File: src/rtl/link_8b10b_pkg.sv
// Shared definitions for the 8b/10b serial link (transmit and receive sides).
package link_8b10b_pkg;

    // Encoded symbol width.
    localparam int SYMBOL_W = 10;

    // Character as presented to the encoder: {k, HGFEDCBA}.
    typedef logic [8:0] char_t;

    // Comma character used for idle fill and the alignment preamble.
    localparam char_t K28_5 = 9'h1BC;

    // Serializer control states.
    typedef enum logic {
        SYNC = 1'b0,
        RUN  = 1'b1
    } ser_state_e;

endpackage

File: src/rtl/encode_8b10b.sv
// Combinational 8b/10b encoder with running-disparity in/out.
// dataout[0] is bit 'a' (first on the wire), dataout[9] is bit 'j'.
module encode_8b10b
    import link_8b10b_pkg::*;
(
    input  logic [8:0]          datain,
    input  logic                dispin,
    output logic [SYMBOL_W-1:0] dataout,
    output logic                dispout
);

    logic [4:0]          x;
    logic [2:0]          y;
    logic                k;
    logic [5:0]          code6_m;
    logic [3:0]          code4_m;
    logic [5:0]          code6;
    logic [3:0]          code4;
    logic                six_unbal;
    logic                four_unbal;
    logic                disp6;
    logic                alt7;
    logic [SYMBOL_W-1:0] sym;

    assign x = datain[4:0];
    assign y = datain[7:5];
    assign k = datain[8];

    // 5b/6b sub-block in its RD- form, written abcdei with 'a' in the MSB
    always_comb begin
        code6_m = 6'b000000;
        if (k && (x == 5'd28)) begin
            code6_m = 6'b001111;
        end else begin
            case (x)
                5'd0:  code6_m = 6'b100111;
                5'd1:  code6_m = 6'b011101;
                5'd2:  code6_m = 6'b101101;
                5'd3:  code6_m = 6'b110001;
                5'd4:  code6_m = 6'b110101;
                5'd5:  code6_m = 6'b101001;
                5'd6:  code6_m = 6'b011001;
                5'd7:  code6_m = 6'b111000;
                5'd8:  code6_m = 6'b111001;
                5'd9:  code6_m = 6'b100101;
                5'd10: code6_m = 6'b010101;
                5'd11: code6_m = 6'b110100;
                5'd12: code6_m = 6'b001101;
                5'd13: code6_m = 6'b101100;
                5'd14: code6_m = 6'b011100;
                5'd15: code6_m = 6'b010111;
                5'd16: code6_m = 6'b011011;
                5'd17: code6_m = 6'b100011;
                5'd18: code6_m = 6'b010011;
                5'd19: code6_m = 6'b110010;
                5'd20: code6_m = 6'b001011;
                5'd21: code6_m = 6'b101010;
                5'd22: code6_m = 6'b011010;
                5'd23: code6_m = 6'b111010;
                5'd24: code6_m = 6'b110011;
                5'd25: code6_m = 6'b100110;
                5'd26: code6_m = 6'b010110;
                5'd27: code6_m = 6'b110110;
                5'd28: code6_m = 6'b001110;
                5'd29: code6_m = 6'b101110;
                5'd30: code6_m = 6'b011110;
                default: code6_m = 6'b101011;
            endcase
        end
    end

    // Unbalanced sub-blocks (and the D.07 special) are inverted at RD+.
    assign six_unbal = ($countones(code6_m) != 3);
    assign code6     = (dispin && (six_unbal || (x == 5'd7))) ? ~code6_m : code6_m;
    assign disp6     = dispin ^ six_unbal;

    // Alternate x.7 avoids a run of five equal bits across the sub-block seam.
    assign alt7 = (!disp6 && ((x == 5'd17) || (x == 5'd18) || (x == 5'd20))) ||
                  ( disp6 && ((x == 5'd11) || (x == 5'd13) || (x == 5'd14)));

    // 3b/4b sub-block in its RD- form, written fghj with 'f' in the MSB
    always_comb begin
        code4_m = 4'b0000;
        if (k) begin
            case (y)
                3'd0: code4_m = 4'b1011;
                3'd1: code4_m = 4'b0110;
                3'd2: code4_m = 4'b1010;
                3'd3: code4_m = 4'b1100;
                3'd4: code4_m = 4'b1101;
                3'd5: code4_m = 4'b0101;
                3'd6: code4_m = 4'b1001;
                default: code4_m = 4'b0111;
            endcase
        end else begin
            case (y)
                3'd0: code4_m = 4'b1011;
                3'd1: code4_m = 4'b1001;
                3'd2: code4_m = 4'b0101;
                3'd3: code4_m = 4'b1100;
                3'd4: code4_m = 4'b1101;
                3'd5: code4_m = 4'b1010;
                3'd6: code4_m = 4'b0110;
                default: code4_m = alt7 ? 4'b0111 : 4'b1110;
            endcase
        end
    end

    // Control codes always invert at RD+; data inverts when unbalanced or x.3.
    assign four_unbal = ($countones(code4_m) != 2);
    assign code4      = (disp6 && (k || four_unbal || (y == 3'd3))) ? ~code4_m : code4_m;
    assign dispout    = disp6 ^ four_unbal;

    assign sym = {code6, code4};

    // Reverse so that wire order a..j maps onto dataout[0]..dataout[9]
    always_comb begin
        for (int i = 0; i < SYMBOL_W; i++) begin
            dataout[i] = sym[SYMBOL_W-1-i];
        end
    end

endmodule

File: src/rtl/serializer_8b10b.sv
// 8b/10b transmit serializer: comma preamble after reset, then one character
// per 10 clocks over valid/ready, K28.5 fill when idle, LSB-first shift out.
module serializer_8b10b
    import link_8b10b_pkg::*;
#(
    parameter int WIDTH       = SYMBOL_W,
    parameter int SYNC_COMMAS = 4
) (
    input  logic       clk_i,
    input  logic       rst_ni,
    input  logic [7:0] data_i,
    input  logic       k_i,
    input  logic       valid_i,
    output logic       ready_o,
    output logic       serial_o,
    output logic       sob_o,
    output logic       sync_o
);

    localparam logic [7:0] PRE_INIT = 8'(SYNC_COMMAS - 1);

    ser_state_e          state;
    logic [3:0]          cnt;
    logic [7:0]          pre_cnt;
    logic                rd;
    logic [WIDTH-1:0]    shreg;
    logic                load;
    char_t               enc_in;
    logic [SYMBOL_W-1:0] enc_out;
    logic                enc_disp;

    assign load    = (cnt == 4'd9);
    assign ready_o = (state == RUN) && load;

    // Only payload in RUN; everything else on the line is a comma.
    assign enc_in = ((state == RUN) && valid_i) ? {k_i, data_i} : K28_5;

    encode_8b10b u_enc (
        .datain  (enc_in),
        .dispin  (rd),
        .dataout (enc_out),
        .dispout (enc_disp)
    );

    // Bit counter, symbol shift register, serial line and running disparity
    always_ff @(posedge clk_i or negedge rst_ni) begin
        if (!rst_ni) begin
            cnt      <= 4'd9;
            shreg    <= '0;
            rd       <= 1'b0;
            serial_o <= 1'b0;
            sob_o    <= 1'b0;
        end else begin
            serial_o <= shreg[0];
            sob_o    <= (cnt == 4'd0);
            if (load) begin
                cnt   <= 4'd0;
                shreg <= enc_out;
                rd    <= enc_disp;
            end else begin
                cnt   <= cnt + 4'd1;
                shreg <= {1'b0, shreg[WIDTH-1:1]};
            end
        end
    end

    // SYNC/RUN control: count preamble commas, then stay in RUN until reset
    always_ff @(posedge clk_i or negedge rst_ni) begin
        if (!rst_ni) begin
            state   <= SYNC;
            pre_cnt <= PRE_INIT;
            sync_o  <= 1'b0;
        end else if (load && (state == SYNC)) begin
            if (pre_cnt == 8'd0) begin
                state  <= RUN;
                sync_o <= 1'b1;
            end else begin
                pre_cnt <= pre_cnt - 8'd1;
            end
        end
    end

endmodule

File: config.mk
export PLATFORM = sky130hd
export DESIGN_NAME = serializer_8b10b
export DESIGN_NICKNAME = d
export VERILOG_FILES = /design/src/rtl/link_8b10b_pkg.sv /design/src/rtl/encode_8b10b.sv /design/src/rtl/serializer_8b10b.sv
export SDC_FILE = /design/constraint.sdc
export NUM_CORES = 1
export LEC_CHECK = 0
export CELL_PAD_IN_SITES_DETAIL_PLACEMENT = 0
export CELL_PAD_IN_SITES_GLOBAL_PLACEMENT = 1
export CORE_UTILIZATION = 40
export CTS_CLUSTER_DIAMETER = 100
export CTS_CLUSTER_SIZE = 25
export DETAILED_ROUTE_END_ITERATION = 8
export PLACE_DENSITY = 0.78
export REMOVE_ABC_BUFFERS = 1
export SETUP_SLACK_MARGIN = 0.2
export SLEW_MARGIN = 5
export SYNTH_ARGS = -nofsm -noshare
export SYNTH_HDL_FRONTEND = slang
export SYNTH_HIERARCHICAL = 1
export SYNTH_SLANG_ARGS = --single-unit
File: constraint.sdc
create_clock -name clk_i -period 15.5 [get_ports clk_i]
set_input_delay 2.325 -clock clk_i [delete_from_list [all_inputs] [get_ports clk_i]]
set_output_delay 2.325 -clock clk_i [all_outputs]
set_load 0.02 [all_outputs]
### Word-level counts from Yosys, hierarchy flattened

Memory sizes are Yosys's and may differ from the RTL's.
Cells that the tools add are included.

| storage, ports and cells | value |
|---|---|
| flip-flop bits (word level) | 26 |
| logic and storage cells | 73 |
| output and inout bits | 4 |
| bits in writable memories | 0 |
| bits in latches | 0 |
| memory bits (read-only) | 192 |
| input port bits | 12 |
| memories | 1 |

Memory list:

| memory | depth | bits a word | rd ports | clocked after memory_dff | wr ports | line | text |
|---|---|---|---|---|---|---|---|
| (no name shown) | 32 | 6 | 1 | 0 | 0 | encode_8b10b.sv:35 | `case (x)` |

| operators by class | value |
|---|---|
| shift operators | 0 |
| order comparisons | 0 |
| multipliers | 0 |
| mux-type cells | 10 |
| equality and inequality tests | 17 |
| bitwise logic cells | 6 |
| div/mod/pow operators | 0 |
| add/subtract/negate cells | 10 |
| reductions and logical operators | 22 |

Operators by type and width:

| cell | number |
|---|---|
| $add A32 B32 Y32 | 3 |
| $ne A32 B3 Y1 const B | 2 |
| $pmux W4 S7 | 2 |
| $eq A5 B5 Y1 const B | 4 |
| $mux W4 | 4 |
| $eq A5 B4 Y1 const B | 3 |
| $mux W6 | 2 |
| $add A1 B1 Y2 | 5 |
| $mux W10 | 1 |
| $eq A3 B3 Y1 const B | 3 |
| $mux W9 | 1 |
| $logic_and A1 B1 Y1 | 8 |
| $logic_not A8 Y1 | 1 |
| $logic_or A1 B1 Y1 | 8 |
| $sub A8 B1 Y8 const B | 1 |
| $eq A3 B2 Y1 const B | 2 |
| $not A6 Y6 | 1 |
| $eq A5 B3 Y1 const B | 1 |
| $add A4 B1 Y4 const B | 1 |
| $eq A4 B4 Y1 const B | 1 |
| $logic_not A4 Y1 | 1 |
| $not A4 Y4 | 1 |
| $reduce_and A2 Y1 | 2 |
| $eq A3 B1 Y1 const B | 1 |
| 4 further kinds | 6 |

### Depth between registers and ports, before layout

Gate-level depths: netlist (run 1).

| logic depth | value |
|---|---|
| depth after elaboration | 24 |
| depth in mapped cells | 31 |
| depth with buffers taken out | 29 |

### By module

The synthesis (run 1) kept the hierarchy.

By module, submodules not included:

| module | cells each | sequential area each (um^2) | area an instance (um^2) | times used |
|---|---|---|---|---|
| serializer_8b10b | 115 | 655.6 | 1183.6 | 1 |
| encode_8b10b | 119 | 0.0 | 887.1 | 1 |

### Worst setup path after synthesis (run 1)

Ideal clock, no wire load.

| timing path | value |
|---|---|
| kind | input port to flip-flop |
| start | input port data_i[0] |
| end | register shreg[9] |
| required time | 15.381 ns |
| buffers on the path | 0 |
| setup time | 0.119 ns |
| data arrival time | 7.762 ns |
| slack | 7.619 ns |
| stages | 27 |
| cells stage by stage | and3_1 > inv_1 > ha_1 > nor2_1 > a211oi_1 > a311oi_1 > a21oi_1 > a31oi_1 > fa_1 > inv_1 > ha_1 > ha_1 > fa_1 > and2_4 > a21oi_2 > nor2_2 > xnor2_2 > mux2i_1 > o21a_1 > fa_1 > inv_1 > ha_1 > ha_1 > nand2_1 > o31ai_1 > xor2_1 > and2_1 |

| between the ends | value |
|---|---|
| word-level cells in the longest chain between the ends | 23 |
| elaborated cells on any way between the ends | 39 |
| those cells by class | add/sub (8); eq/ne (9); mux (7); bitwise (2); reduce/logical (12); memory (1) |

RTL lines:

| item | line | text |
|---|---|---|
| start: declaration | serializer_8b10b.sv:11 | `input logic [7:0] data_i,` |
| $mux W9 * | serializer_8b10b.sv:36 | `assign enc_in = ((state == RUN) && valid_i) ? {k_i, data_i} : K28_5;` |
| branches (longest 20 deep; another with $add A32 B32 Y32) | -- |  |
| $mux W4 * | encode_8b10b.sv:111 | `assign code4 = (disp6 && (k \|\| four_unbal \|\| (y == 3'd3))) ? ~code4_m : code4_m;` |
| named net enc_out[9] | serializer_8b10b.sv:29 | `logic [SYMBOL_W-1:0] enc_out;` |
| $mux W10 * | serializer_8b10b.sv:56 | `if (load) begin` |
| end signal: assignment | serializer_8b10b.sv:58 | `shreg <= enc_out;` |
| end signal: assignment | serializer_8b10b.sv:62 | `shreg <= {1'b0, shreg[WIDTH-1:1]};` |
| end: declaration | serializer_8b10b.sv:26 | `logic [WIDTH-1:0] shreg;` |

Mark *: on every way through the listed nets, which the timed path passes.
A chain may end at the register's enable or synchronous reset.

### Worst setup path after layout (run 1)

| timing path | value |
|---|---|
| start | input port valid_i |
| end | register shreg[9] |

| between the ends | value |
|---|---|
| word-level cells in the longest chain between the ends | 24 |
| elaborated cells on any way between the ends | 48 |
| those cells by class | add/sub (8); eq/ne (15); mux (8); bitwise (2); reduce/logical (14); memory (1) |

RTL lines:

| item | line | text |
|---|---|---|
| start: declaration | serializer_8b10b.sv:13 | `input logic valid_i,` |
| $logic_and A1 B1 Y1 * | serializer_8b10b.sv:36 |  |
| $mux W9 * | serializer_8b10b.sv:36 |  |
| named net enc_in[0] | serializer_8b10b.sv:28 | `char_t enc_in;` |
| branches (longest 20 deep; another with $add A32 B32 Y32) | -- |  |
| $mux W4 * | encode_8b10b.sv:111 |  |
| named net enc_out[9] | serializer_8b10b.sv:29 |  |
| $mux W10 * | serializer_8b10b.sv:56 |  |

Marks and branches as above.

==> results of run 1 <==
==> through the flow <==
step / instance area, um^2 / instances
finish: 2300 / 309
global route: 2300 / 309
CTS: 2300 / 309
detailed placement: 2258 / 306
global placement: 2258 / 306
floorplan: 2017 / 223
==> area by class of cell <==
class,instances,share of cell area [%]
clock buffer,3,1.795
inverter,14,2.285
multi-input combinational,183,56.91
sequential,26,28.51
tap,67,3.645
timing repair buffer,16,6.855
==> flip-flops by register name (all words and copies together) (netlist names) <==
signal and flops:
sob_o 1, serial_o 1, shreg 10, pre_cnt 8, rd 1, cnt 4
sync_o 1
==> cell usage in the layout, fill, tap and decap left out, types with 5 or more instances in the layout <==
cell	n
and3_1	6
xnor2_1	7
dfrtp_1	22
a21oi_1	9
o21ai_0	5
clkdlybuf4s50_1	15
nand2_1	44
xor2_1	8
a211oi_1	8
nand3_1	5
or2_2	6
mux2i_1	6
ha_1	16
inv_1	13
nor2_1	11
==> power breakdown <==
group / switching [uW] / total (uW) / leakage, uW / internal [uW]
registers: 2.71 / 77.6 / 0.000339 / 74.8
clock network: 18.5 / 35.8 / 0.0000216 / 17.3
logic: 58.4 / 106 / 0.000720 / 47.8
total: 79.6 / 220 / 0.00108 / 140
==> worst paths after layout <==
| kind | slack, ns | endpoint | start | cells after the start |
|---|---|---|---|---|
| min | 0.37 | serial_o | shreg[0] | 0 |
| max reg2reg | 8.86 | shreg[9] | sync_o | 27 |
| max in group asynchronous | 12.79 | cnt[0] | rst_ni | 2 |
| min reg2reg | 0.37 | serial_o | shreg[0] | 0 |
| max | 6.92 | shreg[9] | valid_i | 28 |
| min in group asynchronous | 2.42 | shreg[1] | rst_ni | 2 |
==> critical path, cell delays in order <==
cell,delay [ns]
clkdlybuf4s50_1,0.50
and3_1,0.31
inv_1,0.16
ha_1,0.27
mux2_2,0.26
o21ai_0,0.14
a21oi_1,0.08
a31oi_1,0.34
fa_1,0.46
inv_1,0.06
ha_1,0.23
ha_1,0.21
fa_1,0.38
and2_4,0.17
a21oi_2,0.17
nor2_2,0.06
xnor2_2,0.21
mux2i_1,0.29
a211oi_2,0.14
fa_1,0.51
inv_1,0.04
ha_1,0.18
ha_1,0.17
nor2_1,0.08
nand2_1,0.08
o31ai_1,0.57
xor2_1,0.13
and2_1,0.17
==> cells by family after synthesis <==
family,Yosys count,share of synthesized area (%)
buf+inv,25,5.136
simple gates,97,23.81
xor+xnor,16,7.130
mux,12,6.163
fa+ha+maj,19,12.57
compound gates,39,13.53
flops,26,31.66
==> metal layers <==
metal  track usage, %  part of all wire [%]  vias up
li1                 -                     -      832
met1            21.07                    51      754
met2            24.04                    46       23
met3            2.439                   2.8        0
met4            1.282                     0        0
met5                0                     0        -
==> results.md, run 1 <==
- Clk_lat worst skew: between 0.2 and 0.3 ns
- Post-CTS Setup Bufs: 0
- Fin util: 47.43%
- Final HPWL DP: 2.749 mm
- Filler Cells Inserted: about 460
- GRT Overall Usage: 14.65%
- Pre-CTS setup slack: between 6 and 7 ns
- Final hold slack: around 0.37 ns
- Die ar.: roughly 0.0055 mm^2
- Max clock buf depth: 2
- Antenna diode count: 0
- Status: complete, no violations
- Number of remaining DRC errors: 0
- CTS Buf Count: 3
- DRT antenna net count: 0
- RSZ-0062 raised after global routing: no
- Syn_area_per_cell: around 9 um^2
- Io pins: 16
- CTS tree: built
- Number of cells upsized or downsized after cts: 0
- Core box area: 0.004848 mm^2
- Total congestion overflow: 0
- Critical path launch point type: input port
- Setup_tns: 0 ns
- Pins Over Slew Limit: 0
- Commonest cells post-synth: 44 x nand2_1, 22 x dfrtp_1, 16 x ha_1, 13 x inv_1, 11 x nor2_1
- Final nets: 275
- Slew margin rel.: a little over 50%
- Height of the die: ~74 um
- Sequential cell area: between 600 and 700 um^2
- Area of the multi-input gates: between 0.001 and 0.0015 mm^2
- H-tree levels: 1
- Die Width: around 74 um
- Area contributors post-synth: dfrtp_1 27%, ha_1 9.7%, nand2_1 8.0%
- Vias in the first global route: 1460
- Actual slew at the worst max-slew pin: about 0.73 ns
- Worst Skew: 0.004156 ns
- Clock tree sinks: 26
- Sequential element share of the synthesized area: 31.66%
- Final hold vios: 0
- Synthesized instance count: about 230
- Yosys warns: 6
- Leakage: between 0.001 and 0.0015 uW
- Initial antenna violation count: 0
- WP data arrival: between 8 and 9 ns
- Fin worst setup slack: ~7 ns
- Mapped Area: around 0.0021 mm^2
- Data required, critical path: roughly 16 ns
- Critical Path Sink Type: flop
- Clk slew on worst S/H paths: around 0.080 ns
- Period minus WS final: 8.579 ns
- Largest net degree at the start of global routing: 27
- Area leader, netlist: dfrtp_1
- Count leader, synth: nand2_1
- Tcrit/Tclk final: roughly 55%
- Routed vias: ~1600
- Area grow syn2layout: 11.06%
- #FFs+latches synth: 26
- Hold Crit Class: reg2reg
- Max Cap Viol: 0
- IO Port Bufs: 15
- Unique cell type count in the Yosys netlist: between 50 and 60
- Most used DFF post-synth: dfrtp_1
- Max FO, Critical Path: 6
- TritonRoute pass-1 iters: 4
- Area share of the largest cell type after synthesis: a little over a quarter
- Number of synthesized flops with an enable pin: 0
- Avg WL per Cell: 11.79 um
- Peak supply drop: a little under 50 uV
- Asr flop ratio synth: 100.0%
- Root buffer cell: clkbuf_8
- DR iter-0 viols: roughly 130
- Wire length of the first global-routing pass: 6.396 mm
- Power Density: approximately 95 mW/mm^2
- Initial core utilization: a little over two fifths
- Routed wire length: ~3.6 mm
- Final setup viols: 0
- Layout cell share with drive strength beyond 1: roughly an eighth
- Fmax: 116.6 MHz
- Gpl congestion: a little over 0.7
- Cts hold-fix bufs: 0
- PnR Total Power: roughly 220 uW
- FP Rows: 25
- Routed vias/inst: 5.207
- Crit Path Class: in2reg
No activity file was read; power rests on OpenSTA's default activity.
==> inputs of run 2 (changes only) <==
--- a/config.mk
+++ b/config.mk
@@ -11,7 +11,7 @@
 export CTS_CLUSTER_DIAMETER = 100
 export CTS_CLUSTER_SIZE = 25
 export DETAILED_ROUTE_END_ITERATION = 8
-export PLACE_DENSITY = 0.78
+export PLACE_DENSITY = 0.81
 export REMOVE_ABC_BUFFERS = 1
 export SETUP_SLACK_MARGIN = 0.2
 export SLEW_MARGIN = 5
==> constraint.sdc (replaced) <==
create_clock -name clk_i -period 7.5 [get_ports clk_i]
set_input_delay 1.125 -clock clk_i [delete_from_list [all_inputs] [get_ports clk_i]]
set_output_delay 1.125 -clock clk_i [all_outputs]
set_load 0.02 [all_outputs]
==> run 2 against run 1 <==
Compared with the run above: power increased by 120%; die area did not move; hold slack lost 0.015 ns; non-clock buffer count increased by 11; combinational power increased by 140%; critical endpoint is now shreg[6]; via count increased by 1.6%; critical path type unchanged; largest cell class unchanged; critical path depth up 4.
==> results.md, run 2 (synthesis gave the netlist of run 1 again) <==
- Status: complete, no violations
- Tcrit/Tclk final: between 90% and 100%
- Largest reg by FF count: shreg
- CP dominant cell by count: ha_1
- Slowest cell on crit path: fa_1
- Die ar.: 0.005469 mm^2 (unchanged)
- H-tree levels: 1 (unchanged)
- Height of the die: 73.95 um (unchanged)
- Area of the multi-input gates: 0.001354 mm^2 (+3.4%)
- Max clock buf depth: 2 (unchanged)
- CTS tree: built
- Clk slew on worst S/H paths: 0.08 ns (about the same)
- Avg WL per Cell: 12.19 um (+3.4%)
- Vias in the first global route: 1519 (+4.0%)
- DR iter-0 viols: 60 (-52%)
- Initial core utilization: 42.71% (unchanged)
- Max FO, Critical Path: 5 (-1)
- Io pins: 16 (unchanged)
- RSZ-0062 raised after global routing: no
- Period minus WS final: 6.848 ns
- Leakage: 0.001144 uW (+5.8%)
- Data required, critical path: 7.71 ns (-7.95 ns)
- CTS Buf Count: 3 (unchanged)
- Critical Path Sink Type: flop
- Final HPWL DP: 2.814 mm (+2.4%)
- Hold Crit Class: reg2reg
- Initial antenna violation count: 0 (unchanged)
- Actual slew at the worst max-slew pin: 0.6692 ns (-0.05927 ns)
- IO Port Bufs: 15 (unchanged)
- Filler Cells Inserted: 464 (+0.43%)
- Routed vias/inst: 5.090 (-2.2%)
- Largest net degree at the start of global routing: 27 (unchanged)
- Most frequent cells in the layout: 43 x nand2_1, 22 x dfrtp_1, 16 x ha_1
- Setup_tns: 0 ns (unchanged)
- DRT antenna net count: 0 (unchanged)
- CP peak stage delay: 0.52 ns (-0.05 ns)
- Clk_lat worst skew: 0.26 ns (about the same)
- GRT Overall Usage: 15.75% (+1.1 points)
- Worst Skew: 0.002340 ns (-0.001816 ns)
- Crit Path Class: in2reg
- TritonRoute pass-1 iters: 4 (unchanged)
- Core box area: 0.004848 mm^2 (unchanged)
- Die Width: 73.95 um (unchanged)
- Fmax: around 150 MHz
- Commonest non-fill, non-tap cell in the layout: nand2_1
- Root buffer cell: clkbuf_8
- Clock tree sinks: 26 (unchanged)
- Max FFs per register: 10 (unchanged)
- Critical path launch point type: input port
- Routed vias: 1634 (+1.6%)
- Pins Over Slew Limit: 0 (unchanged)
- PnR Total Power: 486.7 uW (+120%)
- Power Density: 200.3 mW/mm^2 (+110%)
- Antenna diode count: 0 (unchanged)
- Largest regs: shreg: 10 flops, pre_cnt: 8 flops, cnt: 4 flops
- Total congestion overflow: 0 (unchanged)
- Layout cell share with drive strength beyond 1: 20.08% (+7.7 points)
- Peak supply drop: 136.4 uV (+180%)
- Slew margin rel.: 54.76% (+4.0 points)
- Sequential cell area: 655.6 um^2 (unchanged)
- Routed wire length: 3.912 mm (+7.4%)
- Wire length of the first global-routing pass: 6.851 mm (+7.1%)
- Gpl congestion: 0.7846 (+8.2%)
- Final hold slack: 0.3548 ns (-0.01498 ns)
- Max Cap Viol: 0 (unchanged)
- Number of remaining DRC errors: 0 (unchanged)
- Final nets: 287 (+4.4%)
- Cts hold-fix bufs: 0 (unchanged)
- Area grow syn2layout: 17.34%
- Final hold vios: 0 (unchanged)
- WP data arrival: 7.06 ns (-1.68 ns)
- FP Rows: 25 (unchanged)
- Final setup viols: 0 (unchanged)
==> run 2: power by group <==
part / total, uW / internal (uW) / switching [uW] / leakage, uW
Clock: 75.5 / 35.9 / 39.6 / 0.0000216
Sequential: 160 / 155 / 5.78 / 0.000339
Combinational: 251 / 120 / 131 / 0.000783
Total: 487 / 311 / 176 / 0.00114
==> run 2: worst max-delay path: cells and delay by family <==
family | cells | cell delay (ns)
compound gates | 7 | 0.91
xor+xnor | 2 | 0.40
fa+ha+maj | 8 | 2.54
buf+inv | 5 | 0.81
mux | 1 | 0.29
simple gates | 9 | 0.96
==> run 2: timing repair <==
| action | in CTS | in global routing |
|---|---|---|
| setup endpoints to repair | 0 | 4 |
| buffers inserted | 0 | 7 |
| resized for setup | 0 | 12 |
==> run 2: path summary, 6_finish.rpt <==
path                       startpoint       end  slack (ns)  cells after the start
max                         data_i[1]  shreg[6]        0.65                     32
min                          shreg[0]  serial_o        0.35                      0
max reg2reg                    sync_o  shreg[6]        1.31                     30
min reg2reg                  shreg[0]  serial_o        0.35                      0
max in group asynchronous      rst_ni    cnt[0]        5.99                      2
min in group asynchronous      rst_ni    cnt[2]        1.22                      2
==> run 2: metal layers <==
layer / wire length [um] / vias up / track usage [%]
met5: 0 / - / 0
met4: 18 / 0 / 2.564
met3: 85 / 2 / 2.846
met2: 1738 / 14 / 25.05
met1: 2070 / 766 / 22.74
li1: - / 852 / -
==> run 2: area by class of cell <==
cell class                      instances  area share (%)
Tap cell                               67           3.450
Timing Repair Buffer                   27           9.990
Multi-Input combinational cell        184           55.72
Inverter                               14           2.163
Clock buffer                            3           1.699
Sequential cell                        26           26.98
==> run 2: through the flow <==
step / std cells / cell area, um^2 / util (%) / setup slack (ns)
after floorplan: 223 / 2017 / - / 0.8146
after global placement: 310 / 2288 / 47.20 / 0.1261
after global routing: 321 / 2430 / 50.12 / 0.2056
after detailed placement: 310 / 2288 / 47.20 / 0.07719
after CTS: 313 / 2330 / 48.05 / 0.3278
final: 321 / 2430 / 50.12 / 0.6516
